--- config.mk ---
export PLATFORM = sky130hd
export DESIGN_NAME = apb_uart_master_arb
export DESIGN_NICKNAME = d
export VERILOG_FILES = /design/src/rtl/apb_uart_master_arb.sv
export SDC_FILE = /design/constraint.sdc
export NUM_CORES = 1
export LEC_CHECK = 0
export ABC_AREA = 0
export CORE_AREA = 2 2 115 117
export CTS_CLUSTER_SIZE = 40
export DETAILED_ROUTE_END_ITERATION = 16
export DIE_AREA = 0 0 117 119
export PLACE_DENSITY = 0.82
export SKIP_CTS_REPAIR_TIMING = 1
export SLEW_MARGIN = 20
export SYNTH_ARGS = -nofsm -noshare
export SYNTH_HDL_FRONTEND = slang
export SYNTH_SLANG_ARGS = --single-unit
--- constraint.sdc ---
create_clock -name PCLK -period 9.65 [get_ports PCLK]
set_clock_uncertainty 0.2 [all_clocks]
set_input_delay 1.93 -clock PCLK [delete_from_list [all_inputs] [get_ports PCLK]]
set_output_delay 1.93 -clock PCLK [all_outputs]
set_load 0.005 [all_outputs]
--- src/rtl/apb_uart_master_arb.sv ---
`default_nettype none
// ============================================================================
// apb_uart_master_arb : two-requester round-robin APB master for a UART slave
// Optional feature macro: ARB_TIMEOUT_EN (ACCESS-phase wait timeout)
// Revision: 1.0
// ============================================================================
module apb_uart_master_arb #(
   parameter int         ADDR_WIDTH     = 16,
   parameter int         DATA_WIDTH     = 32,
   parameter logic [2:0] PPROT_VAL      = 3'b000,
   parameter int         TIMEOUT_CYCLES = 255
) (
   input  logic                  PCLK,
   input  logic                  PRESET,
   input  logic                  req0_valid,
   output logic                  req0_ready,
   input  logic                  req0_write,
   input  logic [ADDR_WIDTH-1:0] req0_addr,
   input  logic [DATA_WIDTH-1:0] req0_wdata,
   input  logic [3:0]            req0_strb,
   output logic                  rsp0_valid,
   output logic [DATA_WIDTH-1:0] rsp0_rdata,
   output logic                  rsp0_err,
   input  logic                  req1_valid,
   output logic                  req1_ready,
   input  logic                  req1_write,
   input  logic [ADDR_WIDTH-1:0] req1_addr,
   input  logic [DATA_WIDTH-1:0] req1_wdata,
   input  logic [3:0]            req1_strb,
   output logic                  rsp1_valid,
   output logic [DATA_WIDTH-1:0] rsp1_rdata,
   output logic                  rsp1_err,
   output logic [ADDR_WIDTH-1:0] PADDR,
   output logic [2:0]            PPROT,
   output logic                  PSELx,
   output logic                  PENABLE,
   output logic                  PWRITE,
   output logic [DATA_WIDTH-1:0] PWDATA,
   output logic [3:0]            PSTRB,
   input  logic [DATA_WIDTH-1:0] PRDATA,
   input  logic                  PSLVERR,
   input  logic                  PREADY
);

   typedef enum logic [1:0] {
      S_IDLE   = 2'd0,
      S_SETUP  = 2'd1,
      S_ACCESS = 2'd2,
      S_RESP   = 2'd3
   } state_t;

   state_t                r_state, w_state_nxt;
   logic                  r_ready0, r_ready1, w_ready0_nxt, w_ready1_nxt;
   logic                  r_gid, w_gid_nxt;
   logic                  r_ptr, w_ptr_nxt;
   logic                  r_psel, r_penable, r_pwrite;
   logic                  w_psel_nxt, w_penable_nxt, w_pwrite_nxt;
   logic [ADDR_WIDTH-1:0] r_paddr, w_paddr_nxt;
   logic [DATA_WIDTH-1:0] r_pwdata, w_pwdata_nxt;
   logic [3:0]            r_pstrb, w_pstrb_nxt;
   logic [2:0]            r_pprot;
   logic                  r_rsp0_valid, r_rsp1_valid, r_rsp0_err, r_rsp1_err;
   logic [DATA_WIDTH-1:0] r_rsp0_rdata, r_rsp1_rdata;
   logic                  w_rsp0_valid_nxt, w_rsp1_valid_nxt, w_rsp0_err_nxt, w_rsp1_err_nxt;
   logic [DATA_WIDTH-1:0] w_rsp0_rdata_nxt, w_rsp1_rdata_nxt;
   logic                  w_fire, w_err;
   logic [DATA_WIDTH-1:0] w_data;
   logic                  w_grant0, w_grant1, w_tie;

`ifdef ARB_TIMEOUT_EN
   localparam int CNT_W = ($clog2(TIMEOUT_CYCLES + 1) > 8) ? $clog2(TIMEOUT_CYCLES + 1) : 8;
   logic [CNT_W-1:0] r_cnt, w_cnt_nxt;
`else
   if (TIMEOUT_CYCLES < 0) begin : g_no_timeout
   end
`endif

   // Pointer only matters on a tie; a lone requester is granted regardless.
   assign w_tie    = req0_valid & req1_valid;
   assign w_grant0 = req0_valid & (~req1_valid | ~r_ptr);
   assign w_grant1 = req1_valid & (~req0_valid |  r_ptr);

   always_comb begin
      w_state_nxt      = r_state;
      w_ready0_nxt     = 1'b0;
      w_ready1_nxt     = 1'b0;
      w_gid_nxt        = r_gid;
      w_ptr_nxt        = r_ptr;
      w_psel_nxt       = r_psel;
      w_penable_nxt    = r_penable;
      w_pwrite_nxt     = r_pwrite;
      w_paddr_nxt      = r_paddr;
      w_pwdata_nxt     = r_pwdata;
      w_pstrb_nxt      = r_pstrb;
      w_fire           = 1'b0;
      w_err            = 1'b0;
      w_data           = '0;
`ifdef ARB_TIMEOUT_EN
      w_cnt_nxt        = r_cnt;
`endif
      case (r_state)
         S_IDLE: begin
            // A visible ready pulse is the accept cycle; the command is already latched.
            if (r_ready0 | r_ready1) begin
               w_state_nxt = S_SETUP;
               w_psel_nxt  = 1'b1;
            end else if (w_grant0 | w_grant1) begin
               w_ready0_nxt = w_grant0;
               w_ready1_nxt = w_grant1;
               w_gid_nxt    = w_grant1;
               if (w_tie) w_ptr_nxt = ~w_grant1;
               w_pwrite_nxt = w_grant1 ? req1_write : req0_write;
               w_paddr_nxt  = w_grant1 ? req1_addr  : req0_addr;
               w_pwdata_nxt = w_grant1 ? req1_wdata : req0_wdata;
               w_pstrb_nxt  = w_grant1 ? req1_strb  : req0_strb;
            end
         end
         S_SETUP: begin
            w_state_nxt   = S_ACCESS;
            w_penable_nxt = 1'b1;
`ifdef ARB_TIMEOUT_EN
            w_cnt_nxt     = '0;
`endif
         end
         S_ACCESS: begin
            if (PREADY) begin
               w_fire = 1'b1;
               w_err  = PSLVERR;
               w_data = r_pwrite ? '0 : PRDATA;
            end
`ifdef ARB_TIMEOUT_EN
            else if (r_cnt == CNT_W'(TIMEOUT_CYCLES - 1)) begin
               w_fire = 1'b1;
               w_err  = 1'b1;
            end else begin
               w_cnt_nxt = r_cnt + CNT_W'(1);
            end
`endif
            if (w_fire) begin
               w_state_nxt   = S_RESP;
               w_psel_nxt    = 1'b0;
               w_penable_nxt = 1'b0;
            end
         end
         S_RESP: begin
            w_state_nxt = S_IDLE;
         end
         default: begin
            w_state_nxt = S_IDLE;
         end
      endcase
      w_rsp0_valid_nxt = w_fire & ~r_gid;
      w_rsp1_valid_nxt = w_fire &  r_gid;
      w_rsp0_err_nxt   = w_fire & ~r_gid & w_err;
      w_rsp1_err_nxt   = w_fire &  r_gid & w_err;
      w_rsp0_rdata_nxt = (w_fire & ~r_gid) ? w_data : '0;
      w_rsp1_rdata_nxt = (w_fire &  r_gid) ? w_data : '0;
   end

   always_ff @(posedge PCLK or posedge PRESET) begin
      if (PRESET) begin
         r_state      <= S_IDLE;
         r_ready0     <= 1'b0;
         r_ready1     <= 1'b0;
         r_gid        <= 1'b0;
         r_ptr        <= 1'b0;
         r_psel       <= 1'b0;
         r_penable    <= 1'b0;
         r_pwrite     <= 1'b0;
         r_paddr      <= '0;
         r_pwdata     <= '0;
         r_pstrb      <= 4'b0000;
         r_pprot      <= PPROT_VAL;
         r_rsp0_valid <= 1'b0;
         r_rsp1_valid <= 1'b0;
         r_rsp0_err   <= 1'b0;
         r_rsp1_err   <= 1'b0;
         r_rsp0_rdata <= '0;
         r_rsp1_rdata <= '0;
`ifdef ARB_TIMEOUT_EN
         r_cnt        <= '0;
`endif
      end else begin
         r_state      <= w_state_nxt;
         r_ready0     <= w_ready0_nxt;
         r_ready1     <= w_ready1_nxt;
         r_gid        <= w_gid_nxt;
         r_ptr        <= w_ptr_nxt;
         r_psel       <= w_psel_nxt;
         r_penable    <= w_penable_nxt;
         r_pwrite     <= w_pwrite_nxt;
         r_paddr      <= w_paddr_nxt;
         r_pwdata     <= w_pwdata_nxt;
         r_pstrb      <= w_pstrb_nxt;
         r_pprot      <= PPROT_VAL;
         r_rsp0_valid <= w_rsp0_valid_nxt;
         r_rsp1_valid <= w_rsp1_valid_nxt;
         r_rsp0_err   <= w_rsp0_err_nxt;
         r_rsp1_err   <= w_rsp1_err_nxt;
         r_rsp0_rdata <= w_rsp0_rdata_nxt;
         r_rsp1_rdata <= w_rsp1_rdata_nxt;
`ifdef ARB_TIMEOUT_EN
         r_cnt        <= w_cnt_nxt;
`endif
      end
   end

   assign req0_ready = r_ready0;
   assign req1_ready = r_ready1;
   assign rsp0_valid = r_rsp0_valid;
   assign rsp1_valid = r_rsp1_valid;
   assign rsp0_err   = r_rsp0_err;
   assign rsp1_err   = r_rsp1_err;
   assign rsp0_rdata = r_rsp0_rdata;
   assign rsp1_rdata = r_rsp1_rdata;
   assign PADDR      = r_paddr;
   assign PPROT      = r_pprot;
   assign PSELx      = r_psel;
   assign PENABLE    = r_penable;
   assign PWRITE     = r_pwrite;
   assign PWDATA     = r_pwdata;
   assign PSTRB      = r_pstrb;

endmodule
`default_nettype wire

==> results of run 1 <==
power breakdown:
part           leakage (nW)  switching [mW]  internal (mW)
logic                  1.63           0.295          0.445
clock network         0.305           0.234          0.440
registers              1.61          0.0838          0.677
final timing paths:
path / start / to / cells after the start
min in group asynchronous: PRESET / rsp1_rdata[11]$_DFF_PP0_ / 2
min reg2reg: PENABLE$_DFFE_PP0P_ / PENABLE$_DFFE_PP0P_ / 1
max in group asynchronous: PRESET / rsp1_rdata[6]$_DFF_PP0_ / 3
min: PENABLE$_DFFE_PP0P_ / PENABLE$_DFFE_PP0P_ / 1
max reg2reg: r_state[0]$_DFFE_PP0P_ / PWDATA[2]$_DFFE_PP0P_ / 6
max: req1_valid / PADDR[7]$_DFFE_PP0P_ / 4
cell type report:
type	count	area, um2	area share
clock buffer	20	447	0.0529
clock inverter	12	181	0.0215
inverter	5	21.3	0.00252
multi-input combinational	204	1580	0.187
sequential	129	3230	0.383
tap	176	220	0.0261
timing repair buffer	274	2760	0.327
worst register-to-register path, delay by kind of cell (launching register included):
| family | cells | cell delay (ns) |
|---|---|---|
| buf+inv | 2 | 0.39 |
| simple gates | 2 | 0.90 |
| flops | 1 | 0.40 |
| fa+ha+maj | 1 | 0.20 |
| compound gates | 1 | 0.22 |
layer usage:
layer | global-route usage | vias to the layer above | part of all wire
li1 | - | 1911 | -
met1 | 0.230 | 2074 | 0.37
met2 | 0.361 | 217 | 0.49
met3 | 0.107 | 32 | 0.12
met4 | 0.0882 | 0 | 0.024
met5 | 0 | - | 0
registers in the layout, summed over array words and instances (netlist names), 2 cells and up:
| register | count |
|---|---|
| PADDR | 16 |
| PSTRB | 4 |
| PWDATA | 32 |
| r_state | 2 |
| rsp0_rdata | 32 |
| rsp1_rdata | 32 |
through the flow:
stage	worst slack [ns]	power [mW]
floorplan	4.08	1.10
global route	5.75	2.28
global placement	5.58	1.47
finish	5.86	2.17
detailed placement	5.46	1.50
CTS	5.87	2.19
cell families (layout without fill, tap and decap cells):
family | Yosys count | in the layout | share of synthesized area
buffers and inverters | 42 | 311 | 0.0399
multiplexers | 1 | 1 | 0.00226
AND/OR/NAND/NOR | 81 | 81 | 0.100
adder cells (fa/ha/maj) | 4 | 4 | 0.0100
AO/OA/AOI/OAI | 114 | 114 | 0.197
flip-flops | 129 | 129 | 0.648
other | 1 | 3 | 0.000752
XOR/XNOR | 1 | 1 | 0.00176
cell usage in the layout, fill, tap and decap left out, types with 2 or more instances in the layout:
master / instances
clkbuf_1: 2
o32ai_1: 53
a2bb2oi_1: 53
conb_1: 3
clkinv_4: 4
a21oi_1: 4
and2_1: 66
buf_4: 4
ha_1: 4
clkinv_2: 2
clkdlybuf4s50_1: 268
dfrtp_1: 129
bufinv_16: 4
clkbuf_16: 17
inv_1: 3
nor2_1: 5
==> results.json, run 1 <==
{
  "post-dp-hpwl_um": 10600,
  "worstMarginPinSlew_ns": 1.07,
  "cap_viol_max_count": 0,
  "port_buffers": 268,
  "synth_edf_count": 0,
  "io-pin-count": 272,
  "final_cells": 820,
  "fin_crit_sh": 0.392,
  "relSlewSlack": 0.285,
  "worst-path-max-fanout": 54,
  "fin_nets": 779,
  "setup_viol": 0,
  "fmax_mhz": 264,
  "required_ns": 9.78,
  "syn_avg_cell_area_um2": 13.4,
  "fillers": 964,
  "areaGrowthSynthToFinish_pct": 69.3,
  "drt-initial-drc-count": 201,
  "r2r_slack_ns": 7.25,
  "synthesis.area_um2": 4980,
  "critical-path-top-delay-family": "compound AO/OA/AOI/OAI gates",
  "placed_cell_area_um2": 7780,
  "antenna_found_initial": 0,
  "stdcell_area_um2": 8440,
  "remaining_drc_errors": 0,
  "power_leakage_nw": 3.54,
  "root_buffer": "clkbuf_16",
  "drt-wirelength-per-cell_um": 18.7,
  "cts_tree": "built",
  "ys_top_cells_by_area": "dfrtp_1 (65%), a2bb2oi_1 (9.3%), o32ai_1 (9.3%), and2_1 (8.3%), clkbuf_1 (1.7%)",
  "synth_ff_type": "dfrtp_1",
  "worstPathArrival_ns": 3.91,
  "async_flop_share": 1.00,
  "antenna_left": 0,
  "max_stage_delay_ns": 0.89,
  "yosysWarningCount": 0,
  "end_kind": "flip-flop",
  "cp-start-kind": "input port",
  "viasPerCell": 5.16,
  "clkSinkCount": 129,
  "synthTopCellsByCount": "dfrtp_1 (129), and2_1 (66), a2bb2oi_1 (53), o32ai_1 (53), clkbuf_1 (22)",
  "antenna_cells": 0,
  "clock_latency_ns": 0.41,
  "track_usage": 0.216,
  "crit_type": "in2reg",
  "rsz0062_at_grt": "false",
  "path_buf_inv": 1,
  "gp_congestion": 0.762,
  "status": "complete, no violations",
  "synth.most_common_cell": "dfrtp_1",
  "synth_seq_area_share": 0.648,
  "first_pass_iters": 4,
  "cts_buffers": 17,
  "synth_top_area_cell": "dfrtp_1",
  "yosysTopAreaCellShare": 0.648,
  "grt.overflow.total": 0,
  "cts.htree.levels": 4,
  "holdWs_ns": 0.334,
  "slew_viol_final": 0,
  "ys_ff_latch": 129,
  "clk_pin_slew_ns": 0.06,
  "vdd_drop_max_v": 0.000138,
  "crit_path_top_delay_cell": "a21bo_2",
  "coreArea_um2": 12900,
  "synth_cell_types": 28,
  "floorplan.initialDensity": 0.387,
  "finalHoldViolCount": 0,
  "period_minus_slack_ns": 3.79,
  "cts_buffer_depth": 2,
  "cellPowerDensity_nw_per_um2": 258,
  "fin_util": 0.655,
  "num_rows": 42,
  "die_w_um": 117,
  "place_inst": 787,
  "min_path_type": "reg2reg",
  "drive_gt1_frac": 0.0699,
  "num_vias": 4234,
  "grt_pass1_vias": 4435,
  "setup_tns_ns": 0,
  "cp_cell_sequence": "clkdlybuf4s50_1 > a21bo_2 > o32ai_1 > a2bb2oi_1",
  "grt_start_max_net_pins": 80,
  "netlist_instances": 373,
  "finalWirelength_um": 15400,
  "fp.dieH_um": 119,
  "grt_first_pass_wirelength_um": 22600,
  "die_area_um2": 13900
}
Note: power is estimated with default switching activity, not from simulation.
==> run 2: changes to the inputs <==
--- a/config.mk
+++ b/config.mk
@@ -6,11 +6,11 @@
 export NUM_CORES = 1
 export LEC_CHECK = 0
 export ABC_AREA = 0
-export CORE_AREA = 2 2 115 117
+export CORE_AREA = 2 2 117 119
 export CTS_CLUSTER_SIZE = 40
 export DETAILED_ROUTE_END_ITERATION = 16
-export DIE_AREA = 0 0 117 119
-export PLACE_DENSITY = 0.82
+export DIE_AREA = 0 0 119 121
+export PLACE_DENSITY = 0.8
 export SKIP_CTS_REPAIR_TIMING = 1
 export SLEW_MARGIN = 20
 export SYNTH_ARGS = -nofsm -noshare
==> constraint.sdc (replaced) <==
create_clock -name PCLK -period 3.8 [get_ports PCLK]
set_clock_uncertainty 0.2 [all_clocks]
set_input_delay 0.76 -clock PCLK [delete_from_list [all_inputs] [get_ports PCLK]]
set_output_delay 0.76 -clock PCLK [all_outputs]
set_load 0.005 [all_outputs]
==> run 2 against run 1 <==
Worst hold slack lost 0.016 ns. First-iteration DRC count shrank 25%. Global-route usage shrank 0.41 points. Flip-flop and latch count is the same.
==> results.json, run 2 (synthesis results as in run 1) <==
{
  "status": "complete, no violations",
  "rsz0062_at_grt": "false",
  "stdcell_area_um2": 8460,
  "hold-path-endpoint": "PENABLE$_DFFE_PP0P_",
  "port_buffers": 268,
  "cts_tree": "built",
  "worst-path-max-fanout": 36,
  "cts_buffer_depth": 2,
  "antenna_cells": 0,
  "min_path_type": "reg2reg",
  "clk_pin_slew_ns": 0.06,
  "grt_pass1_vias": 4398,
  "comb_power_share": 0.336,
  "rr_worst_depth": 6,
  "setup_viol": 0,
  "power_leakage_nw": 3.55,
  "min-delay-start": "PENABLE$_DFFE_PP0P_",
  "cap_viol_max_count": 0,
  "die_area_um2": 14400,
  "wl_met3_um": 1630,
  "sw_frac_of_total": 0.281,
  "holdWs_ns": 0.318,
  "wl_met2_um": 7890,
  "p_int_mw": 3.98,
  "areaGrowthSynthToFinish_pct": 69.7,
  "drt-wirelength-per-cell_um": 18.3,
  "wl_met1_um": 5300,
  "required_ns": 3.91,
  "setup_tns_ns": 0,
  "pre_cts_slack_ns": 0.834,
  "cts.htree.levels": 4,
  "grt.overflow.total": 0,
  "die_w_um": 119,
  "crit_path_top_delay_cell": "a21bo_2",
  "cellPowerDensity_nw_per_um2": 655,
  "path_buf_inv": 2,
  "vdd_drop_max_v": 0.000340,
  "finalWirelength_um": 15100,
  "power_mw": 5.54,
  "post-dp-hpwl_um": 10700,
  "clock_power_share": 0.317,
  "fin_util": 0.646,
  "num_vias": 4170,
  "antenna_left": 0,
  "fmax_mhz": 390,
  "drt-initial-drc-count": 150,
  "fp.dieH_um": 121,
  "min_path_cells": 1,
  "worstMarginPinSlew_ns": 0.883,
  "worstPathArrival_ns": 2.68,
  "regToRegEndpoint": "PWDATA[26]$_DFFE_PP0P_",
  "track_usage": 0.212,
  "crit_type": "in2reg",
  "relSlewSlack": 0.410,
  "io-pin-count": 272,
  "grt_first_pass_wirelength_um": 23400,
  "coreArea_um2": 13100,
  "r2r_slack_ns": 1.50,
  "cp-start-kind": "input port",
  "r2r_start": "r_state[0]$_DFFE_PP0P_",
  "layout_commonest_cell": "clkdlybuf4s50_1",
  "antenna_found_initial": 0,
  "critical-path-top-delay-family": "compound AO/OA/AOI/OAI gates",
  "floorplan.initialDensity": 0.381,
  "final_cells": 822,
  "seqPwrFrac": 0.346,
  "placed_cell_area_um2": 7810,
  "clock_latency_ns": 0.41,
  "num_rows": 42,
  "remaining_drc_errors": 0,
  "period_minus_slack_ns": 2.57,
  "setup_ws_ns": 1.23,
  "cp_cell_sequence": "clkdlybuf4s50_1 > a21bo_2 > buf_4 > o32ai_1 > a2bb2oi_1",
  "fin_nets": 781,
  "grt_start_max_net_pins": 108,
  "first_pass_iters": 4,
  "fin_crit_sh": 0.676,
  "clkSinkCount": 129,
  "cts_buffers": 17,
  "finalHoldViolCount": 0,
  "drive_gt1_frac": 0.0759,
  "p_sw_mw": 1.56,
  "viasPerCell": 5.07,
  "dr.max_layer_used": "met4",
  "root_buffer": "clkbuf_16",
  "end_kind": "flip-flop",
  "gp_congestion": 0.797,
  "layout_common_cells": "clkdlybuf4s50_1 (268), dfrtp_1 (129), and2_1 (66)",
  "max_stage_delay_ns": 0.63,
  "slew_viol_final": 0,
  "place_inst": 790
}
==> run 2: changes by cell type in the layout (fill, tap and decap cells not counted), sizes merged <==
cell / before / now
clkinv: 6 / 3
clkbuf: 20 / 19
clkinvlp: 1 / 3
buf: 6 / 8
inv: 6 / 8
==> run 2: layout make-up <==
cell class	instances	area, um2
Clock buffer	19	453
Clock inverter	13	199
Fill cell	971	4630
Inverter	5	22.5
Multi-Input combinational cell	204	1580
Sequential cell	129	3230
Tap cell	176	220
Timing Repair Buffer	276	2760
==> run 2: power by group through the flow <==
stage	clock, mW	sequential, mW	combinational [mW]
2_1_floorplan	0	1.93	0.855
3_5_place_dp	0	1.94	1.89
3_3_place_gp	0	1.92	1.83
6_report	1.76	1.92	1.86
4_1_cts	1.79	1.92	1.89
5_1_grt	1.86	1.96	2.01
==> run 2: worst max path at each step <==
stage	from	endpoint	slack, ns	cells past startpoint
finish	req1_valid	PWDATA[26]$_DFFE_PP0P_	1.23	5
global route	req1_valid	PWDATA[26]$_DFFE_PP0P_	1.12	5
CTS	req1_valid	PWDATA[26]$_DFFE_PP0P_	1.26	5
detailed placement	req1_valid	PWDATA[26]$_DFFE_PP0P_	0.83	5
global placement	req1_valid	PWDATA[20]$_DFFE_PP0P_	0.96	5
floorplan	PRESET	PADDR[0]$_DFFE_PP0P_	1.24	1
==> run 2: worst reg2reg max path, delay by kind of cell (launching register included) <==
kind	cells	cell delay [ns]
AO/OA/AOI/OAI	1	0.27
adder cells (fa/ha/maj)	1	0.22
buffers and inverters	2	0.58
flip-flops	1	0.40
AND/OR/NAND/NOR	2	0.55
==> run 2: per-layer routing <==
metal  vias up  global-route usage
li1       1906                   -
met1      2034               0.221
met2       210               0.374
met3        20               0.102
met4         0              0.0699
met5         -                   0
